===== config.mk =====
export PLATFORM = sky130hd
export DESIGN_NAME = fnd_scan_driver
export DESIGN_NICKNAME = d
export VERILOG_FILES = /design/src/rtl/fnd_scan_driver.sv
export SDC_FILE = /design/constraint.sdc
export NUM_CORES = 1
export LEC_CHECK = 0
export BUFFER_PORTS_ARGS = -buffer_cell sky130_fd_sc_hd__buf_4
export CORE_MARGIN = 1
export CORE_UTILIZATION = 54
export DETAILED_ROUTE_END_ITERATION = 12
export PLACE_DENSITY = 0.76
export SETUP_SLACK_MARGIN = 0.4
export SLEW_MARGIN = 20
export SYNTH_ARGS = -nofsm -noshare
export SYNTH_HDL_FRONTEND = slang
export SYNTH_SLANG_ARGS = --single-unit

===== constraint.sdc =====
create_clock -name i_clk -period 3.9 [get_ports i_clk]
set_input_delay 0.39 -clock i_clk [delete_from_list [all_inputs] [get_ports i_clk]]
set_output_delay 0.39 -clock i_clk [all_outputs]
set_load 0.01 [all_outputs]

===== src/rtl/fnd_scan_driver.sv =====
// fnd_scan_driver: binary to BCD conversion and a 4-digit
// multiplexed seven-segment scan with blanking and overflow dp.
module fnd_scan_driver #(
   parameter int SCAN_DIV = 100000,
   parameter int VALUE_W  = 14
) (
   input  logic               i_clk,
   input  logic               i_reset_n,
   input  logic [VALUE_W-1:0] i_value,
   input  logic               i_load,
   input  logic               i_en,
   output logic               o_busy,
   output logic               o_ovf,
   output logic [3:0]         o_digit,
   output logic [7:0]         o_fndFont
);

   localparam int PW = (SCAN_DIV > 1) ? $clog2(SCAN_DIV) : 1;
   localparam logic [PW-1:0] PRESC_MAX = PW'(SCAN_DIV - 1);
   localparam logic [VALUE_W-1:0] MAX_V = VALUE_W'(9999);
   localparam logic [3:0] LAST_STEP = 4'(VALUE_W - 1);

   typedef enum logic {
      S_IDLE,
      S_CONV
   } state_t;

   state_t             state_q, state_d;
   logic [VALUE_W-1:0] bin_q, bin_d;
   logic [15:0]        bcd_q, bcd_d;
   logic [3:0]         step_q, step_d;
   logic               ovf_q, ovf_d;
   logic [15:0]        disp_q, disp_d;
   logic [PW-1:0]      presc_q, presc_d;
   logic [1:0]         idx_q, idx_d;
   logic [3:0]         digit_q, digit_d;
   logic [7:0]         font_q, font_d;

   logic [15:0]        adj;
   logic [15:0]        bcd_next;
   logic [3:0]         nib;
   logic [1:0]         msd;

   function automatic logic [3:0] add3(input logic [3:0] n);
      return (n >= 4'd5) ? n + 4'd3 : n;
   endfunction

   function automatic logic [7:0] seg7(input logic [3:0] n);
      logic [7:0] f;
      case (n)
         4'd0:    f = 8'hC0;
         4'd1:    f = 8'hF9;
         4'd2:    f = 8'hA4;
         4'd3:    f = 8'hB0;
         4'd4:    f = 8'h99;
         4'd5:    f = 8'h92;
         4'd6:    f = 8'h82;
         4'd7:    f = 8'hF8;
         4'd8:    f = 8'h80;
         4'd9:    f = 8'h90;
         default: f = 8'hFF;
      endcase
      return f;
   endfunction

   // one double-dabble step: add 3 to big nibbles, then shift
   always_comb begin
      adj = {add3(bcd_q[15:12]), add3(bcd_q[11:8]),
             add3(bcd_q[7:4]), add3(bcd_q[3:0])};
      bcd_next = {adj[14:0], bin_q[VALUE_W-1]};
   end

   // conversion FSM: capture on load, step until the last bit
   always_comb begin
      state_d = state_q;
      bin_d   = bin_q;
      bcd_d   = bcd_q;
      step_d  = step_q;
      ovf_d   = ovf_q;
      disp_d  = disp_q;
      case (state_q)
         S_IDLE: begin
            if (i_load) begin
               bin_d   = (i_value > MAX_V) ? MAX_V : i_value;
               ovf_d   = (i_value > MAX_V);
               bcd_d   = '0;
               step_d  = '0;
               state_d = S_CONV;
            end
         end
         S_CONV: begin
            bcd_d  = bcd_next;
            bin_d  = {bin_q[VALUE_W-2:0], 1'b0};
            step_d = step_q + 4'd1;
            if (step_q == LAST_STEP) begin
               disp_d  = bcd_next;
               state_d = S_IDLE;
            end
         end
         default: state_d = S_IDLE;
      endcase
   end

   // free-running refresh prescaler and digit index
   always_comb begin
      presc_d = presc_q + PW'(1);
      idx_d   = idx_q;
      if (presc_q == PRESC_MAX) begin
         presc_d = '0;
         idx_d   = idx_q + 2'd1;
      end
   end

   // digit select and font for the current index
   always_comb begin
      case (idx_q)
         2'd0:    nib = disp_q[3:0];
         2'd1:    nib = disp_q[7:4];
         2'd2:    nib = disp_q[11:8];
         default: nib = disp_q[15:12];
      endcase
      if (disp_q[15:12] != 4'd0)     msd = 2'd3;
      else if (disp_q[11:8] != 4'd0) msd = 2'd2;
      else if (disp_q[7:4] != 4'd0)  msd = 2'd1;
      else                           msd = 2'd0;
      digit_d = ~(4'b0001 << idx_q);
      font_d  = seg7(nib);
      if (idx_q > msd) begin
         font_d = 8'hFF;
      end
      if (ovf_q && (idx_q == 2'd0)) begin
         font_d = font_d & 8'h7F;
      end
      if (!i_en) begin
         digit_d = 4'b1111;
         font_d  = 8'hFF;
      end
   end

   // state and datapath registers
   always_ff @(posedge i_clk or negedge i_reset_n) begin
      if (!i_reset_n) begin
         state_q <= S_IDLE;
         bin_q   <= '0;
         bcd_q   <= '0;
         step_q  <= '0;
         ovf_q   <= 1'b0;
         disp_q  <= '0;
         presc_q <= '0;
         idx_q   <= '0;
         digit_q <= 4'b1111;
         font_q  <= 8'hFF;
      end else begin
         state_q <= state_d;
         bin_q   <= bin_d;
         bcd_q   <= bcd_d;
         step_q  <= step_d;
         ovf_q   <= ovf_d;
         disp_q  <= disp_d;
         presc_q <= presc_d;
         idx_q   <= idx_d;
         digit_q <= digit_d;
         font_q  <= font_d;
      end
   end

   assign o_busy    = (state_q == S_CONV);
   assign o_ovf     = ovf_q;
   assign o_digit   = digit_q;
   assign o_fndFont = font_q;

endmodule


Word level (Yosys, flattened, before mapping)

Memory sizes are Yosys's and may differ from the RTL's.
Index checks and enable logic that the tools add are counted.

Reduce and logical (&&, ||, !) cells: 7
Shifts and indexed selects: 1
Bitwise operators: 2
$add $sub $neg: 7
Eq/ne operators: 5
Mux-type cells: 23
Magnitude comparators: 6

Operators by type and width:

| kind                                                                   | number |
|---|---|
| 16-bit case mux with 2 select lines                                    | 1 |
| 14-bit two-way mux                                                     | 2 |
| 14-bit case mux with 2 select lines                                    | 1 |
| 8-bit two-way mux                                                      | 3 |
| 4-bit two-way mux                                                      | 5 |
| 17-bit by 1-bit adder with 17-bit output (second input constant)       | 1 |
| 17-bit == test (second input constant)                                 | 1 |
| 17-bit two-way mux                                                     | 1 |
| 4-bit by 3-bit >= comparator with 1-bit output (second input constant) | 4 |
| 16-bit two-way mux                                                     | 1 |
| 14-bit greater-than comparator (second input constant)                 | 1 |
| 4-bit by 2-bit adder with 4-bit output (second input constant)         | 3 |
| 4-bit case mux with 3 select lines                                     | 1 |
| 4-bit nonzero test                                                     | 3 |
| 4-bit case mux with 2 select lines                                     | 1 |
| 4-bit by 1-bit adder with 4-bit output (second input constant)         | 1 |
| 4-bit == test (second input constant)                                  | 1 |
| 2-bit two-way mux                                                      | 2 |
| 4-bit NOT                                                              | 1 |
| 2-bit AND reduction                                                    | 2 |
| 1-bit by 2-bit left shift with 4-bit output (first input constant)     | 1 |
| 3-bit by 2-bit adder with 3-bit output (second input constant)         | 1 |
| 1-bit two-way mux                                                      | 3 |
| 3-bit two-way mux                                                      | 1 |
| 9 further kinds                                                        | 9 |

Output and inout bits: 14
Word-level logic and storage cells: 62
Memory bits (read-only): 112
Input port bits: 18
Memories kept: 1
Bits in registers: 83

Memories:

| name            | words | bits a word | rd ports | clocked after memory_dff | write ports | RTL line | source |
|---|---|---|---|---|---|---|---|
| (no name shown) | 16    | 7           | 1        | 0                        | 0           | 50       | `case (n)` |

Logic depth before layout (Yosys ltp)

Depth in word-level cells: 8
Mapped depth: 8
Gate-level depth less buffers: 8

Worst setup path after synthesis

OpenSTA, ideal clock, no wires.

Path kind: reg2reg
Start point: reg disp_q[8]
End point: reg font_q[6] (netlist: o_fndFont[6])
Data required time: 3802 ps
Path buffers: 0
Library setup time: 98 ps
Arrival: 1866 ps
Clock period less this slack: 1964 ps
Slack: 1936 ps
Cell stages (with the launch flop): 8
Cell sequence: dfrtp_1 > or4_1 > nor2_1 > ha_1 > nor2b_1 > a2bb2oi_1 > nor2b_1 > a22oi_1

Cells in the longest elaborated chain, start to end: 7
Elaborated cells between the ends (all ways): 9
Classes of those cells: 1 x order compare; 6 x mux; 1 x reduce/logical; 1 x memory

RTL lines:

| element                                                        | RTL line | source |
|---|---|---|
| start, declared                                                | 33       | `logic [15:0] disp_q, disp_d;` |
| start signal, assigned                                         | 159      | `disp_q <= disp_d;` |
| branches (longest 4 deep; another with memory read 16 x 7 bit) | --       |  |
| 8-bit two-way mux *                                            | 128      | `if (idx_q > msd) begin` |
| 8-bit two-way mux *                                            | 131      | `if (ovf_q && (idx_q == 2'd0)) begin` |
| 8-bit two-way mux *                                            | 134      | `if (!i_en) begin` |
| named net font_d[6]                                            | 37       | `logic [7:0] font_q, font_d;` |
| end signal, assigned                                           | 163      | `font_q <= font_d;` |
| end, declared                                                  | 37       |  |

Mark *: on every way through the listed nets, which the timed path passes.
A chain may end at the register's enable or synchronous reset.

Worst setup path in the final report

Start point: reg idx_q[1]
End point: reg font_q[1] (netlist: o_fndFont[1])

Cells in the longest elaborated chain, start to end: 6
Elaborated cells between the ends (all ways): 9
Classes of those cells: 1 x order compare; 2 x eq/ne; 4 x mux; 1 x reduce/logical; 1 x memory

RTL lines:

| element                               | RTL line | source |
|---|---|---|
| start, declared                       | 35       | `logic [1:0] idx_q, idx_d;` |
| start signal, assigned                | 161      | `idx_q <= idx_d;` |
| 2-bit == test (tied with other cells) | 116      | `case (idx_q)` |
| 4-bit case mux with 3 select lines    | 116      |  |
| memory read 16 x 7 bit                | --       |  |
| 8-bit two-way mux *                   | 128      |  |
| 8-bit two-way mux *                   | 131      |  |
| 8-bit two-way mux *                   | 134      |  |
| named net font_d[1]                   | 37       |  |

Mark *: on every way through the listed nets, which the timed path passes. The rest lies on a longest branch.

==> impl_metrics.tcl <==
set metrics [dict create \
    power.share.sequential_pct 43.7 \
    start_kind "register" \
    final_min_period_over_clock_period_pct 58.4 \
    worst_case_register_to_register_setup_slack_ns 1.62 \
    synth.avg_cell_area_sq_um 10.3 \
    synthCells 402 \
    post_drt_via_cell_ratio 5.63 \
    placedCellCount 519 \
    routed_wl_microns 7830 \
    internal_power_w 0.00201 \
    final_common_cell "dfrtp_1" \
    path_common_cell "ha_1" \
    drcViolationCount 0 \
    global_route.overflow_total 0 \
    cts-root-buf "clkbuf_8" \
    antenna_found_initial 0 \
    via_count_of_the_first_global_routing_pass 2770 \
    post_cts_resize_count 0 \
    cts.repair_timing.setup_buffer_count 0 \
    clkPwrFrac_pct 19.7 \
    grt_setup_unrepaired "false" \
    area_growth_syn_to_layout_pct 12.3 \
    nFillCells 602 \
    path_clk_slew_ns 0.09 \
    tritoncts.num_buffers 9 \
    critical_path.max_stage_delay_ns 0.43 \
    cts.sink_count 83 \
    dr_vias 3011 \
    yosysSeqAreaShare_pct 50.6 \
    detailed_place_hpwl_microns 5450 \
    ioPinCount 32 \
    met3_wirelength_microns 296 \
    timing.max_cap.violations 0 \
    crit_path_kind "reg -> reg" \
    synth_seq_cells 83 \
    critical_path_endpoint_category "register" \
    grt_pass1_wl_microns 12900 \
    layoutNonFillerInstCount 535 \
    drt-pass1-iter-count 5 \
    detail-route-antenna-nets 0 \
    die_area_sq_mm 0.00801 \
    final_max_slew_viol_count 0 \
    gp_congestion 0.791 \
    cts_hold_buffers 0 \
    worst_r2r_path_depth 7 \
    tritoncts "done" \
    required_worst_endpoint_ns 4.18 \
    synth_edf_count 0 \
    largest_net_degree_at_the_start_of_global_routing 84 \
    start_util_pct 56.4 \
    hp-class "in -> async" \
    synthesis.area_sq_mm 0.00413 \
    irDropWorstVdd_mv 0.294 \
    most-common-layout-cells "dfrtp_1, nand2_1, o21ai_0" \
    timing.rr.end "o_fndFont[1]" \
    timing.clock.skew_ns 0.0111 \
    chipWidth_microns 89.5 \
    layout-drive-gt1-share_pct 17.4 \
    timing.hold.ws_ns 0.0583 \
    finalNetCount 470 \
    crit_path_cell_trace "inv_1 > ha_1 > a222oi_1 > mux2i_1 > ha_1 > o21a_1 > o21ai_0" \
    io_buffers 31 \
    met2RoutedLength_microns 3780 \
    std_cell_rows 31 \
    num_antenna_cells 0 \
    ys_types 48 \
    route.detailed.wl_per_inst_microns 14.6 \
    slew_headroom_pct 47.9 \
    worst-slew-pin-transition_ns 0.780 \
    global_route.usage.total_pct 21.3 \
    p_leak_nw 2.13 \
    die_h_microns 89.5 \
    primary_flip_flop_cell_chosen_by_synthesis_mapping "dfrtp_1" \
    worst_skew_late_latency_ns 0.36 \
    min_cycle_time_layout_ns 2.28 \
    critical_path.slowest_cell "dfrtp_1" \
    reg2reg_from "idx_q[1]" \
    finalHoldViolCount 0 \
    run_status "finished clean" \
    number_of_buffers_on_the_longest_clock_path 2 \
    fin_setup_tns_ns 0 \
    htree_levels 3 \
    syn-num-nets 441 \
    core_area_sq_mm 0.00733 \
    report.final.setup_viol 0 \
    switching_power_w 0.00118 \
    highest-signal-layer "met4" \
    drt_first_iter_violations 186 \
    detail_route.wirelength.met1_microns 3670 \
    arrival_ns 2.55 \
    pwr_density_cell_mw_per_mm2 687 \
    synth.yosys.warnings 0 \
    top_fanout_value_on_the_critical_path 7 \
    sw_frac_of_total_pct 37.0 \
    fmax_achieved_ghz 0.439 \
    async_flop_share_pct 100 \
    power_frac_comb_pct 36.6 \
]
-- cell families after synthesis --
| family | synth area share, % |
|---|---|
| multiplexers | 5.54 |
| AND/OR/NAND/NOR | 17.0 |
| adder cells (fa/ha/maj) | 6.36 |
| XOR/XNOR | 4.24 |
| AO/OA/AOI/OAI | 12.8 |
| buffers and inverters | 3.48 |
| flip-flops | 50.6 |
-- through the flow --
| stage | worst slack [ns] | total power [W] | utilization, % | cell area, sq um |
|---|---|---|---|---|
| floorplan | 1.94 | 0.00222 | - | 4130 |
| global placement | 1.76 | 0.00251 | 60.6 | 4440 |
| detailed placement | 1.67 | 0.00257 | 60.6 | 4440 |
| CTS | 1.66 | 0.00320 | 63.3 | 4640 |
| global route | 1.53 | 0.00343 | 63.3 | 4640 |
| finish | 1.62 | 0.00319 | 63.3 | 4640 |
-- layer usage --
metal  global-route usage (%)  vias to the layer above
met5                        0                        -
met4                     8.80                        0
met3                     3.23                        8
met2                     33.5                       62
met1                     29.6                     1459
li1                         -                     1482
-- worst max-delay path by stage --
stage | startpoint | depth (start not counted) | slack (ns) | to
5_1_grt | disp_q[8] | 7 | 1.53 | o_fndFont[5]
6_report | idx_q[1] | 7 | 1.62 | o_fndFont[1]
3_3_place_gp | disp_q[8] | 7 | 1.76 | o_fndFont[6]
3_5_place_dp | idx_q[1] | 7 | 1.67 | o_fndFont[1]
4_1_cts | idx_q[1] | 7 | 1.66 | o_fndFont[1]
2_1_floorplan | disp_q[8] | 7 | 1.94 | o_fndFont[6]
-- synthesized netlist by cell type, types with 2 or more instances --
master / count / area [sq um]
dfrtp_1: 71 / 1780
nand2_1: 55 / 206
o21ai_0: 33 / 165
ha_1: 21 / 263
inv_1: 21 / 78.8
a21oi_1: 18 / 90.1
xnor2_1: 16 / 140
mux2i_1: 15 / 150
nor2_1: 13 / 48.8
clkbuf_1: 12 / 45.0
dfstp_2: 12 / 315
nand3_1: 12 / 60.1
o22ai_1: 11 / 68.8
nor3b_1: 10 / 75.1
and3_1: 9 / 56.3
nand4_1: 9 / 56.3
mux2_2: 7 / 78.8
a21o_1: 4 / 30.0
a221o_1: 4 / 40.0
a222oi_1: 4 / 40.0
nand2b_1: 4 / 25.0
xor2_1: 4 / 35.0
a211oi_1: 3 / 22.5
nor3_1: 3 / 15.0
nor4_1: 3 / 18.8
or3_1: 3 / 18.8
a31o_2: 2 / 17.5
and2_1: 2 / 12.5
nor2b_1: 2 / 12.5
-- registers in the layout (all words and copies together) (netlist names) --
signal / cells
presc_q: 17
bcd_q: 16
disp_q: 16
bin_q: 14
o_fndFont: 8
o_digit: 4
step_q: 4
idx_q: 2
o_busy: 1
o_ovf: 1
-- area by class of cell --
| type | count | area [sq um] | share of cell area (%) |
|---|---|---|---|
| Tap cell | 99 | 124 | 2.67 |
| Multi-Input combinational cell | 283 | 1900 | 40.9 |
| Timing Repair Buffer | 33 | 251 | 5.42 |
| Clock inverter | 7 | 75.1 | 1.62 |
| Inverter | 21 | 78.8 | 1.70 |
| Clock buffer | 9 | 124 | 2.67 |
| Sequential cell | 83 | 2090 | 45.1 |
-- power by group through the flow --
stage	Combinational, W	Clock [W]	Sequential, W
floorplan	0.000877	0	0.00134
global placement	0.00112	0	0.00139
detailed placement	0.00117	0	0.00141
CTS	0.00117	0.000641	0.00139
global route	0.00132	0.000677	0.00144
finish	0.00117	0.000627	0.00139
-- worst max-delay path: cells and delay by family, from the launching register on --
kind | cells | cell delay (ns)
adders and majority gates | 2 | 0.63
buffers and inverters | 1 | 0.11
DFF | 1 | 0.43
AOI/OAI and AO/OA | 3 | 0.76
muxes | 1 | 0.28
(Power assumes the default switching activity.)
